<file path="src/rtl/mux_scan_pkg.sv">
// rtl/mux_scan_pkg.sv - shared types and constants for the mux channel scanner
package mux_scan_pkg;

    localparam int NUM_CH = 16;
    localparam int SEL_W  = 4;
    localparam int CNT_W  = 4;

    typedef enum logic [1:0] {
        IDLE   = 2'd0,
        SETTLE = 2'd1,
        SAMPLE = 2'd2,
        DONE   = 2'd3
    } scan_state_e;

endpackage

</file>
<file path="src/rtl/mux_scan_ctrl_if.sv">
// rtl/mux_scan_ctrl_if.sv - control, mux and word handshake bundle of the scanner
interface mux_scan_ctrl_if;
    import mux_scan_pkg::*;

    logic              start;
    logic              abort;
    logic              mux_in;
    logic [SEL_W-1:0]  sel_o;
    logic              busy;
    logic              word_valid;
    logic              word_ready;
    logic [NUM_CH-1:0] word;

    // slave is the scanner, master is the requester/consumer side
    modport slave (
        input  start, abort, mux_in, word_ready,
        output sel_o, busy, word_valid, word
    );

    modport master (
        output start, abort, mux_in, word_ready,
        input  sel_o, busy, word_valid, word
    );

endinterface

</file>
<file path="src/rtl/scan_settle_timer.sv">
// rtl/scan_settle_timer.sv - loadable down-counter timing the per-channel settle wait
module scan_settle_timer
    import mux_scan_pkg::*;
(
    input  logic             clk,
    input  logic             rst_n,
    input  logic             load,
    input  logic [CNT_W-1:0] load_val,
    output logic             expire
);

    logic [CNT_W-1:0] cnt_q;

    always_ff @(posedge clk or negedge rst_n) begin
        if (!rst_n) begin
            cnt_q <= '0;
        end else if (load) begin
            cnt_q <= load_val;
        end else if (cnt_q != '0) begin
            cnt_q <= cnt_q - CNT_W'(1);
        end
    end

    // a count of 1 marks the last wait cycle, so SETTLE=N yields exactly N waits
    assign expire = (cnt_q == CNT_W'(1));

endmodule

</file>
<file path="src/rtl/mux_scan_ctrl.sv">
// rtl/mux_scan_ctrl.sv - walks an external 16:1 mux select and assembles the sampled word
module mux_scan_ctrl
    import mux_scan_pkg::NUM_CH;
    import mux_scan_pkg::SEL_W;
    import mux_scan_pkg::CNT_W;
    import mux_scan_pkg::scan_state_e;
    import mux_scan_pkg::IDLE;
    import mux_scan_pkg::SAMPLE;
    import mux_scan_pkg::DONE;
#(
    parameter int SETTLE = 1
) (
    input  logic            clk,
    input  logic            rst_n,
    mux_scan_ctrl_if.slave  bus
);

    // the SETTLE state literal is qualified because the parameter shares its name
    localparam logic [CNT_W-1:0] SETTLE_CNT = CNT_W'(SETTLE);
    localparam logic [SEL_W-1:0] LAST_SEL   = SEL_W'(NUM_CH - 1);
    localparam scan_state_e      AFTER_LOAD = (SETTLE == 0) ? SAMPLE : mux_scan_pkg::SETTLE;

    scan_state_e       state_q, state_d;
    logic              load;
    logic              expire;
    logic [SEL_W-1:0]  sel_q;
    logic [NUM_CH-1:0] word_q;
    logic              busy_q;
    logic              valid_q;

    scan_settle_timer u_timer (
        .clk      (clk),
        .rst_n    (rst_n),
        .load     (load),
        .load_val (SETTLE_CNT),
        .expire   (expire)
    );

    always_ff @(posedge clk or negedge rst_n) begin
        if (!rst_n) begin
            state_q <= IDLE;
        end else begin
            state_q <= state_d;
        end
    end

    always_comb begin
        state_d = state_q;
        load    = 1'b0;
        case (state_q)
            IDLE: begin
                if (bus.start) begin
                    load    = 1'b1;
                    state_d = AFTER_LOAD;
                end
            end
            mux_scan_pkg::SETTLE: begin
                if (bus.abort) begin
                    state_d = IDLE;
                end else if (expire) begin
                    state_d = SAMPLE;
                end
            end
            SAMPLE: begin
                // abort outranks the final sample, so a cancelled scan never completes
                if (bus.abort) begin
                    state_d = IDLE;
                end else if (sel_q == LAST_SEL) begin
                    state_d = DONE;
                end else begin
                    load    = 1'b1;
                    state_d = AFTER_LOAD;
                end
            end
            DONE: begin
                if (bus.word_ready) begin
                    state_d = IDLE;
                end
            end
            default: state_d = IDLE;
        endcase
    end

    always_ff @(posedge clk or negedge rst_n) begin
        if (!rst_n) begin
            sel_q   <= '0;
            word_q  <= '0;
            busy_q  <= 1'b0;
            valid_q <= 1'b0;
        end else begin
            busy_q  <= (state_d == mux_scan_pkg::SETTLE) || (state_d == SAMPLE);
            valid_q <= (state_d == DONE);

            if (state_d == IDLE) begin
                sel_q <= '0;
            end else if (state_q == SAMPLE && state_d != DONE) begin
                sel_q <= sel_q + SEL_W'(1);
            end

            if (state_q == IDLE && bus.start) begin
                word_q <= '0;
            end else if (state_q == SAMPLE && !bus.abort) begin
                word_q[sel_q] <= bus.mux_in;
            end
        end
    end

    assign bus.sel_o      = sel_q;
    assign bus.word       = word_q;
    assign bus.busy       = busy_q;
    assign bus.word_valid = valid_q;

endmodule

</file>
<file path="src/flat_wrapper.sv">
// flat-port wrapper written by rule: the top's interface ports become plain ports
module mux_scan_ctrl_flat import mux_scan_pkg::NUM_CH; import mux_scan_pkg::SEL_W; import mux_scan_pkg::CNT_W; import mux_scan_pkg::scan_state_e; import mux_scan_pkg::IDLE; import mux_scan_pkg::SAMPLE; import mux_scan_pkg::DONE;
#(
    parameter int SETTLE = 1
)
  (clk, rst_n, bus_start, bus_abort, bus_mux_in, bus_word_ready, bus_sel_o, bus_busy, bus_word_valid, bus_word);
  mux_scan_ctrl_if bus_i ();
  input  logic clk;
  input  logic rst_n;
  input wire logic [$bits(bus_i.start)-1:0] bus_start;
  input wire logic [$bits(bus_i.abort)-1:0] bus_abort;
  input wire logic [$bits(bus_i.mux_in)-1:0] bus_mux_in;
  input wire logic [$bits(bus_i.word_ready)-1:0] bus_word_ready;
  output wire logic [$bits(bus_i.sel_o)-1:0] bus_sel_o;
  output wire logic [$bits(bus_i.busy)-1:0] bus_busy;
  output wire logic [$bits(bus_i.word_valid)-1:0] bus_word_valid;
  output wire logic [$bits(bus_i.word)-1:0] bus_word;
  assign bus_i.start = bus_start;
  assign bus_i.abort = bus_abort;
  assign bus_i.mux_in = bus_mux_in;
  assign bus_i.word_ready = bus_word_ready;
  assign bus_sel_o = bus_i.sel_o;
  assign bus_busy = bus_i.busy;
  assign bus_word_valid = bus_i.word_valid;
  assign bus_word = bus_i.word;
  mux_scan_ctrl #(.SETTLE(SETTLE)) u_core (.clk(clk), .rst_n(rst_n), .bus(bus_i));
endmodule
</file>
<file path="config.mk">
export PLATFORM = sky130hd
export DESIGN_NAME = mux_scan_ctrl_flat
export DESIGN_NICKNAME = d
export VERILOG_FILES = /design/src/rtl/mux_scan_pkg.sv /design/src/rtl/mux_scan_ctrl_if.sv /design/src/rtl/scan_settle_timer.sv /design/src/rtl/mux_scan_ctrl.sv /design/src/flat_wrapper.sv
export SDC_FILE = /design/constraint.sdc
export NUM_CORES = 1
export LEC_CHECK = 0
export CELL_PAD_IN_SITES_DETAIL_PLACEMENT = 1
export CELL_PAD_IN_SITES_GLOBAL_PLACEMENT = 1
export CORE_MARGIN = 2
export CORE_UTILIZATION = 35
export CTS_BUF_LIST = sky130_fd_sc_hd__clkbuf_2
export DETAILED_ROUTE_END_ITERATION = 16
export HOLD_SLACK_MARGIN = 0.15
export PLACE_DENSITY_LB_ADDON = 0.1
export SKIP_CTS_REPAIR_TIMING = 1
export SLEW_MARGIN = 20
export SYNTH_ARGS = -nofsm -noshare
export SYNTH_HDL_FRONTEND = slang
export SYNTH_SLANG_ARGS = --single-unit
</file>
<file path="constraint.sdc">
create_clock -name clk -period 3.93 [get_ports clk]
set_input_delay 0.5895 -clock clk [delete_from_list [all_inputs] [get_ports clk]]
set_output_delay 0.5895 -clock clk [all_outputs]
set_load 0.1 [all_outputs]
</file>
Word-level counts from Yosys, hierarchy flattened
Cells that the tools add are included.
- register bits after elaboration: 28
- input bits: 6
- word-level logic and storage cells: 51
- add/subtract/negate cells: 2
- $lt $le $gt $ge: 2
- equal/unequal tests: 9
- multiplexer cells: 20
- reductions and logical operators: 12
- operators with widths (kind ; number):
    two-way mux 16 bit ; 2
    bitwise mux 16 bit ; 1
    two-way mux 4 bit ; 4
    two-way mux 2 bit ; 6
    equality test 2 bit, second input constant ; 4
    case mux 2 bit (4 select lines) ; 1
    nonzero test 2 bit ; 3
    less-than comparator 4 x 5 -> 1 bit, second input constant ; 1
    adder 4 x 1 -> 4 bit, second input constant ; 1
    demux 1 bit (select 4 bit) ; 1
    equality test 2 x 1 -> 1 bit, second input constant ; 2
    equality test 4 x 1 -> 1 bit, second input constant ; 1
    equality test 4 bit, second input constant ; 1
    >= comparator 4 x 1 -> 1 bit, second input constant ; 1
    logical AND 1 bit ; 4
    zero test 2 bit ; 2
    two-way mux 1 bit ; 4
    nonzero test 4 bit ; 1
    subtractor 4 x 1 -> 4 bit, second input constant ; 1
    != test 2 bit, second input constant ; 1
    case mux 1 bit (2 select lines) ; 1
    zero test 1 bit ; 1
    logical OR 1 bit ; 1

Depth between registers and ports, before layout
Gate-level depths: netlist of the first run.
- word-level depth: 8
- mapped depth: 9
- gate-level depth less buffers: 9

By module
From an unflattened synthesis of the first run, not the netlist that was laid out.
- cell total of the unflattened synthesis: 150
- area, all modules: 1591.5 um2
- modules (own cells, without submodules) (module ; times used ; cells each ; area each (um2) ; sequential area each (um2)):
    mux_scan_ctrl ; 1 ; 126 ; 1326.3 ; 600.6
    scan_settle_timer ; 1 ; 24 ; 265.3 ; 100.1

Least setup slack after synthesis of the first run
OpenSTA, ideal clock, no wires.
- kind: flip-flop to flip-flop
- start: register u_core.sel_q[1] (netlist: u_core.bus.sel_o[1])
- end: register u_core.sel_q[2] (netlist: u_core.bus.sel_o[2])
- setup time: 122 ps
- arrival: 2535 ps
- data required time: 3808 ps
- path slack: 1273 ps
- stages on the path, launching flop included: 9
- path buffers: 0
- clock period less this slack: 2657 ps
- cells stage by stage: dfrtp_1 -> ha_1 -> and4bb_1 -> nand3_1 -> o211ai_1 -> ha_1 -> nor3b_2 -> or2_1 -> a32o_1
- word-level cells in the longest chain between the ends: 7
- elaborated cells on any way between the ends: 11
- ends and longest elaborated chain (item ; RTL line ; text):
    start, declared ; mux_scan_ctrl.sv:26 ; logic [SEL_W-1:0] sel_q;
    start signal, assigned ; mux_scan_ctrl.sv:97 ; sel_q <= sel_q + SEL_W'(1);
    equality test 4 bit (*) ; mux_scan_ctrl.sv:68 ; end else if (sel_q == LAST_SEL) begin
    two-way mux 2 bit (*) ; mux_scan_ctrl.sv:68 ;
    two-way mux 2 bit (*) ; mux_scan_ctrl.sv:66 ; if (bus.abort) begin
    case mux 2 bit (4 select lines) (*) ; mux_scan_ctrl.sv:50 ; case (state_q)
    net u_core.state_d[1] ; mux_scan_ctrl.sv:23 ; scan_state_e state_q, state_d;
    != test 2 bit ; mux_scan_ctrl.sv:96 ; end else if (state_q == SAMPLE && state_d != DONE) begin
    logical AND 1 bit ; mux_scan_ctrl.sv:96 ;
    nonzero test 2 bit (no source line) ; n/a ;
Mark *: on every way through the listed nets, which the timed path passes. The rest lies on a longest branch. The select of a mux whose other input is x is not followed.
A chain may end at the register's enable or synchronous reset.

Worst setup path in the final report of the first run
- start: register u_core.sel_q[2] (netlist: u_core.bus.sel_o[2])
- end: output bus_sel_o[2]
- RTL lines (item ; RTL line ; text):
    end, declared ; flat_wrapper.sv:14 ; output wire logic [$bits(bus_i.sel_o)-1:0] bus_sel_o;
No word-level cell between the ends.

==> results of run 1 <==
-- per-layer routing --
layer,vias up,track usage [%],wire length [um]
li1,548,-,-
met1,579,19.13,1583
met2,19,25.40,1751
met3,2,2.165,124
met4,0,4.487,19
met5,-,0,0
-- synthesized netlist by cell type (2+ instances only) --
cell / count / area [um2]
and3_1: 2 / 12.51
o21ai_0: 2 / 10.01
nand2b_1: 2 / 12.51
clkbuf_1: 2 / 7.510
a32o_1: 3 / 30.03
o22ai_1: 2 / 12.51
nor2_1: 7 / 26.28
or3b_1: 2 / 17.52
nor3_1: 2 / 10.01
mux2i_1: 18 / 180.2
buf_2: 3 / 15.01
nor2b_1: 3 / 18.77
ha_1: 10 / 125.1
xnor2_1: 2 / 17.52
inv_1: 5 / 18.77
dfrtp_1: 28 / 700.7
or2_1: 2 / 12.51
and4bb_1: 4 / 50.05
nand3_1: 4 / 20.02
nand2_1: 29 / 108.9
-- flip-flops by register name, indices dropped and copies added (netlist names) --
signal / flops
u_core.bus.busy: 1
u_core.bus.sel_o: 4
u_core.bus.word: 16
u_core.bus.word_valid: 1
u_core.state_q: 2
u_core.u_timer.cnt_q: 4
-- report_power, final --
part           leakage, uW  internal [uW]  total [uW]  switching, uW
clock network    0.0000125           20.7         104           83.2
registers         0.000379            329         382           52.4
logic             0.000498            153         443            291
-- metrics by stage --
stage,util [%],worst slack [ns],instance area [um2],hold WS (ns),cells
6_report,45.01,1.149,1839,0.5457,220
4_1_cts,45.01,1.094,1839,0.5487,220
2_1_floorplan,-,1.273,1518,0.2939,146
3_5_place_dp,44.64,1.138,1824,0.5263,217
5_1_grt,45.01,1.020,1839,0.5539,220
3_3_place_gp,44.64,1.263,1824,0.5127,217
-- cell usage in the layout, fill, tap and decap left out --
master,count
nor2_1,7
o211a_1,1
nor3_1,2
clkbuf_2,3
a32o_1,3
nand2_2,1
a32oi_1,1
and3_1,2
a21oi_1,1
nand3_1,4
xnor2_1,2
mux2i_1,18
nor3b_2,1
nor2b_1,3
clkdlybuf4s50_1,27
a211oi_1,1
inv_1,5
nor3b_1,1
buf_4,1
o22ai_1,2
or2_1,2
ha_1,10
inv_2,1
nand3b_1,1
or4_4,1
dfrtp_1,28
nand2b_1,2
or3b_1,2
and4bb_1,4
o21ai_0,2
o211ai_1,1
nand2_1,29
o31ai_2,1
-- worst min-delay path by stage --
stage / startpoint / to / slack [ns] / cells past startpoint
2_1_floorplan: rst_n / u_core.bus.busy / 0.29 / 0
3_3_place_gp: u_core.bus.word[13] / u_core.bus.word[13] / 0.51 / 2
3_5_place_dp: u_core.bus.word[13] / u_core.bus.word[13] / 0.53 / 2
4_1_cts: rst_n / u_core.bus.word[12] / 0.55 / 2
5_1_grt: rst_n / u_core.bus.word[14] / 0.55 / 2
6_report: u_core.bus.word[8] / u_core.bus.word[8] / 0.55 / 2
-- final cells by class --
type / count / area, um2
Tap cell: 50 / 62.56
Multi-Input combinational cell: 105 / 760.7
Clock buffer: 3 / 15.01
Sequential cell: 28 / 700.7
Timing Repair Buffer: 28 / 277.8
Inverter: 6 / 22.52
Fill cell: 458 / 2247
-- logic make-up after synthesis --
kind of cell	count (synthesis)	synth area share [%]
AOI/OAI and AO/OA	13	6.843
and+or+nand+nor	62	22.01
muxes	18	11.87
adders and majority gates	10	8.244
DFF	28	46.17
buffers and inverters	13	3.710
xor gates and xnor gates	2	1.154
==> results_dict.tcl, run 1 <==
set metrics [dict create \
    grt_pass1_vias 1224 \
    final_nets 188 \
    slew-limit-headroom_pct 34.63 \
    clk_pin_slew_worst_paths_ns 0.25 \
    antenna_found_initial 0 \
    r2r_end "u_core.bus.sel_o[2]" \
    cap_viol_max_count 0 \
    syn_inst 146 \
    dpl.hpwl_mm 2.581 \
    ys_seq_elements 28 \
    fp-row-count 23 \
    syn_avg_cell_area_um2 10.40 \
    cts_tree "done" \
    synth-edff-count 0 \
    synth_top_flop_cell "dfrtp_1" \
    max_stage_delay_ns 1.21 \
    crit_arrival_ns 2.19 \
    grtUsageTotal_pct 14.76 \
    rsz0062_at_grt "false" \
    reg2reg_slack_ns 1.39 \
    grt_pass1_wl_mm 5.913 \
    yosysWarnings 0 \
    clk_latency_ns 0.35 \
    crit_start "u_core.bus.sel_o[2]" \
    routedWlPerCell_um 15.81 \
    synthArstFlopShare_pct 100.0 \
    cts-root-buf "clkbuf_2" \
    drc_errors 0 \
    rr_worst_depth 9 \
    critical_path_depth 1 \
    p_total_uw 928.9 \
    path_delay_family "buffers and inverters" \
    p_leak_uw 0.0008901 \
    wirelength_mm 3.478 \
    htree_levels 1 \
    cp_num_buf_inv 1 \
    critPathSlowestCell "clkdlybuf4s50_1" \
    crit_required_ns 3.34 \
    firstDrtPassIters 3 \
    start_kind "flop" \
    vias 1148 \
    dieArea_mm2 0.004879 \
    synthesis.nets 162 \
    cts_sinks 28 \
    crit_type "reg2out" \
    yosysSeqAreaShare_pct 46.17 \
    finalHoldViolCount 0 \
    die_x_um 69.85 \
    drt-vias-per-instance 5.218 \
    drt_iter0_markers 23 \
    fin_tns_setup_ns 0 \
    coreArea_mm2 0.004086 \
    r2r_start "u_core.u_timer.cnt_q[1]" \
    final_layout_size_suffix_gt1_share_pct 5.294 \
    endpoint "bus_sel_o[2]" \
    io_buffers 27 \
    area_delta_synth_final_pct 21.19 \
    period_needed_ns 2.781 \
    grt_max_degree 29 \
    path_cells "clkdlybuf4s50_1" \
    hp-class "reg2reg" \
    clock_skew_ns 0.003412 \
    synth_cell_type_count 34 \
    endpoint_kind "primary output" \
    setup_viol 0 \
    status "completed" \
    syn_area_mm2 0.001518 \
    grt-ovfl-total 0 \
    start_util_pct 37.14 \
    max_freq_mhz 359.6 \
    tightest_slew_ns 0.9775 \
    antenna_left 0 \
    die_h_um 69.85 \
    slew_viol_final 0 \
    ir_drop_uv 314.0 \
    gp_congestion 0.7424 \
    ios 28 \
    power_density_mw_per_mm2 505.0 \
    cts_max_path_buffers 2 \
    cts_made_buffers 3 \
    cp_max_fo 12 \
    n_antenna_cell 0 \
    finalCritPeriodShare_pct 70.76 \
]
No activity file was read; power rests on OpenSTA's default activity.
==> run 2, diff against run 1 <==
==> constraint.sdc (replaced) <==
create_clock -name clk -period 2.9 [get_ports clk]
set_input_delay 0.435 -clock clk [delete_from_list [all_inputs] [get_ports clk]]
set_output_delay 0.435 -clock clk [all_outputs]
set_load 0.1 [all_outputs]
==> run 2 against run 1 <==
Combinational power grew 36%. Global-route usage is 0.48 points higher. Clock skew up 0.034 ns. Total power up 47%. Non-clock buffer count grew 1. Design area decreased by 0.95%. Hold slack worse by 0.17 ns. Sequential power up 35%. Worst setup slack lost 0.88 ns. Cell count is 0.91% higher. Clock power is 130% higher.
==> results_dict.tcl, run 2 (synthesis results as in run 1) <==
set metrics [dict create \
    cts_sinks 28 \
    clock_skew_ns 0.03773 \
    start_kind "flop" \
    crit_arrival_ns 2.92 \
    io_buffers 27 \
    start_util_pct 37.14 \
    n_antenna_cell 0 \
    area_delta_synth_final_pct 20.03 \
    firstDrtPassIters 5 \
    cts-root-buf "clkbuf_2" \
    gp_congestion 0.7334 \
    fp-row-count 23 \
    seqCellArea_um2 700.7 \
    crit_type "reg2reg" \
    coreArea_mm2 0.004086 \
    rr_worst_depth 9 \
    hp-class "in2async" \
    crit_required_ns 3.19 \
    cp_max_fo 5 \
    ir_drop_uv 390.9 \
    design_area_mm2 0.001822 \
    cap_viol_max_count 0 \
    cts_tree "done" \
    r2r_end "u_core.bus.sel_o[2]" \
    grt_max_degree 29 \
    reg2reg_slack_ns 0.27 \
    slew_viol_final 0 \
    layout_common_cells "nand2_1, dfrtp_1, buf_4" \
    period_needed_ns 2.631 \
    vias 1147 \
    grt_pass1_wl_mm 5.989 \
    antenna_found_initial 0 \
    status "completed" \
    setup_viol 0 \
    max_freq_mhz 380.1 \
    cts_made_buffers 3 \
    routedWlPerCell_um 16.07 \
    grt-ovfl-total 0 \
    endpoint_kind "flop" \
    dpl_cell_area_mm2 0.001777 \
    grtUsageTotal_pct 15.24 \
    final_layout_size_suffix_gt1_share_pct 19.19 \
    drt_iter0_markers 50 \
    wirelength_mm 3.567 \
    rsz0062_at_grt "false" \
    slew-limit-headroom_pct 66.49 \
    tightest_slew_ns 0.5016 \
    r2r_start "u_core.u_timer.cnt_q[1]" \
    drc_errors 0 \
    final_common_cell "nand2_1" \
    multi_input_area_um2 760.7 \
    power_density_mw_per_mm2 748.8 \
    largest_reg_flops 16 \
    die_x_um 69.85 \
    ios 28 \
    antenna_left 0 \
    dieArea_mm2 0.004879 \
    clk_latency_ns 0.39 \
    clk_pin_slew_worst_paths_ns 0.30 \
    fin_tns_setup_ns 0 \
    finalCritPeriodShare_pct 90.73 \
    final_nets 189 \
    finalHoldViolCount 0 \
    htree_levels 1 \
    fillCellCount 486 \
    die_h_um 69.85 \
    cts_max_path_buffers 2 \
    p_leak_uw 0.0009524 \
    grt_pass1_vias 1205 \
    drt-vias-per-instance 5.167 \
    dpl.hpwl_mm 2.590 \
]
[run 2: worst max-delay path, stage by stage, from the launching register on]
cell      delay (ns)
dfrtp_1         0.46
inv_1           0.13
ha_1            0.16
or3b_1          0.37
or4_4           0.43
o211ai_1        0.14
ha_1            0.23
nor3b_2         0.09
or2_1           0.26
a32o_1          0.27
[run 2: per-stage QoR]
stage / cells / setup WS (ns) / hold slack, ns / total power, uW / utilization [%]
6_report: 222 / 0.2688 / 0.3730 / 1364 / 44.58
3_5_place_dp: 218 / 0.2307 / 0.5270 / 1133 / 43.48
3_3_place_gp: 218 / 0.3780 / 0.5153 / 1108 / 43.48
5_1_grt: 222 / 0.1879 / 0.3907 / 1459 / 44.58
2_1_floorplan: 146 / 0.2430 / 0.1394 / 985.7 / -
4_1_cts: 222 / 0.2817 / 0.3775 / 1381 / 44.58
[run 2: per-layer routing]
layer  up-vias  routed length, um  global-route usage [%]
li1        551                  -                       -
met1       571               1651                   20.88
met2        21               1776                   25.08
met3         4                123                   2.165
met4         0                 16                   4.487
met5         -                  0                       0
[run 2: layout make-up]
class,count,area share (%)
inverters,6,1.236
repair buffers,29,12.64
clock buffers,3,0.8242
multi-input cells,105,41.76
flip-flops and latches,28,38.46
well taps,50,3.434
clock inverters,1,1.648
[run 2: report_power, final]
group	internal (uW)	total, uW	switching [uW]	leakage, uW
Combinational	205	603	399	0.000546
Clock	119	244	125	0.0000266
Sequential	447	517	69.9	0.000379
[run 2: how the worst max path moves through the flow]
stage / start / to / depth (start not counted) / slack [ns]
after floorplan: u_core.bus.sel_o[1] / u_core.bus.sel_o[2] / 8 / 0.24
after global routing: u_core.u_timer.cnt_q[1] / u_core.bus.sel_o[2] / 9 / 0.19
after CTS: u_core.u_timer.cnt_q[1] / u_core.bus.sel_o[2] / 9 / 0.28
final: u_core.u_timer.cnt_q[1] / u_core.bus.sel_o[2] / 9 / 0.27
after detailed placement: bus_abort / u_core.bus.sel_o[2] / 8 / 0.23
after global placement: bus_abort / u_core.bus.sel_o[2] / 8 / 0.38
==> RTL change (flow settings as in run 2) <==
Set the package constant `NUM_CH` to 17 (it was 16).
--- a/src/rtl/mux_scan_pkg.sv
+++ b/src/rtl/mux_scan_pkg.sv
@@ -3,3 +3,3 @@
 
-    localparam int NUM_CH = 16;
+    localparam int NUM_CH = 17;
     localparam int SEL_W  = 4;
Ports: changed (resized bus_word); port bits go from 28 to 29. No check against the original RTL was run, so the function may have changed too.
==> RTL change against run 2 <==
Area after synthesis up 3.6%. Total power down 5.7%. Clock skew down 34 ps. Sequential cell count unchanged. Global-route usage down 1.0 points. Hold slack better by 3.0 ps. Cell area down 0.21%. Critical endpoint is now u_core.bus.sel_o[3]. Largest power group unchanged. Non-clock buffer count up 1. Wire length down 6.3%. Worst setup slack better by 270 ps. Die area up 3.4%.
==> RTL change: results <==
export IMPL_synth_xor_xnor_area_share=0.0278
export IMPL_crit_fanout=6
export IMPL_gp_congestion=0.772
export IMPL_nFillCells=483
export IMPL_yosysSeqAreaShare=0.446
export IMPL_skew_ps=4.05
export IMPL_slew_limit_headroom=0.466
export IMPL_p_leak_nw=0.934
export IMPL_pwr_density_cell_mw_per_mm2=707
export IMPL_synth_common_cells="nand2_1 (30), dfrtp_1 (28), mux2i_1 (17), ha_1 (9), nor2_1 (6)"
export IMPL_async_flop_share=1.00
export IMPL_status="completed"
export IMPL_clock_fmax_mhz=423
export IMPL_nets=187
export IMPL_cts_buffers_inserted=3
export IMPL_r2r_setup_slack_ps=530
export IMPL_synth_compound_area_frac=0.0398
export IMPL_place_inst=219
export IMPL_synth_distinct_cells=33
export IMPL_synth_area_per_cell_um2=10.8
export IMPL_clkTransAtPathRegs_ps=280
export IMPL_holdWs_ps=376
export IMPL_viasPerCell=4.94
export IMPL_drive_gt1_frac=0.199
export IMPL_place_area_mm2=0.00180
export IMPL_syn_nets=160
export IMPL_switchingPower_mw=0.600
export IMPL_clk_power_mw=0.155
export IMPL_firstDrtPassIters=4
export IMPL_drtIter0Drc=43
export IMPL_r2r_end="u_core.bus.sel_o[3]"
export IMPL_synth_mux_area_frac=0.123
export IMPL_peakVddDrop_uv=342
export IMPL_grt_usage=0.142
export IMPL_p_comb_frac=0.466
export IMPL_place_ws_ps=288
export IMPL_post_dp_hpwl_mm=2.46
export IMPL_slowest_delay_ps=530
export IMPL_worstHoldPathType="input pin to async pin"
export IMPL_crit_start="u_core.bus.sel_o[0]"
export IMPL_grt_pass1_wl_mm=5.55
export IMPL_synth_fa_ha_area_frac=0.0716
-- RTL change: changes by cell type after synthesis, sizes merged, moves of 2 or more --
cell    before  now
a32o         3    0
and3         2    0
buf          4    8
clkbuf       3    0
mux2         0    2
nor2b        3    5
nor3b        2    4
o21ai        2    0
o22ai        2    0
or2          2    0
xnor2        2    5
-- RTL change: metal layers --
layer,up-vias,routed length (µm),GRT usage
met1,543,1460,0.168
met4,0,46,0.0503
met3,4,95,0.0185
met2,19,1750,0.262
met5,-,0,0
li1,536,-,-
-- RTL change: area by class of cell --
type,instances,area [µm²],area share
clock buffers,3,15.0,0.00826
clock inverters,1,3.75,0.00206
inverters,5,18.8,0.0103
multi-input cells,104,777,0.427
flip-flops and latches,28,701,0.385
well taps,52,65.1,0.0358
repair buffers,30,238,0.131
-- RTL change: worst reg2reg max path, stage by stage, from the launching register on --
cell and delay, ps:
dfrtp_1 530, inv_1 100, ha_1 230, and4bb_4 220, nand2_1 130, o211ai_1 120, ha_1 230, nor3b_2 280
nand4_1 140, mux2_1 320
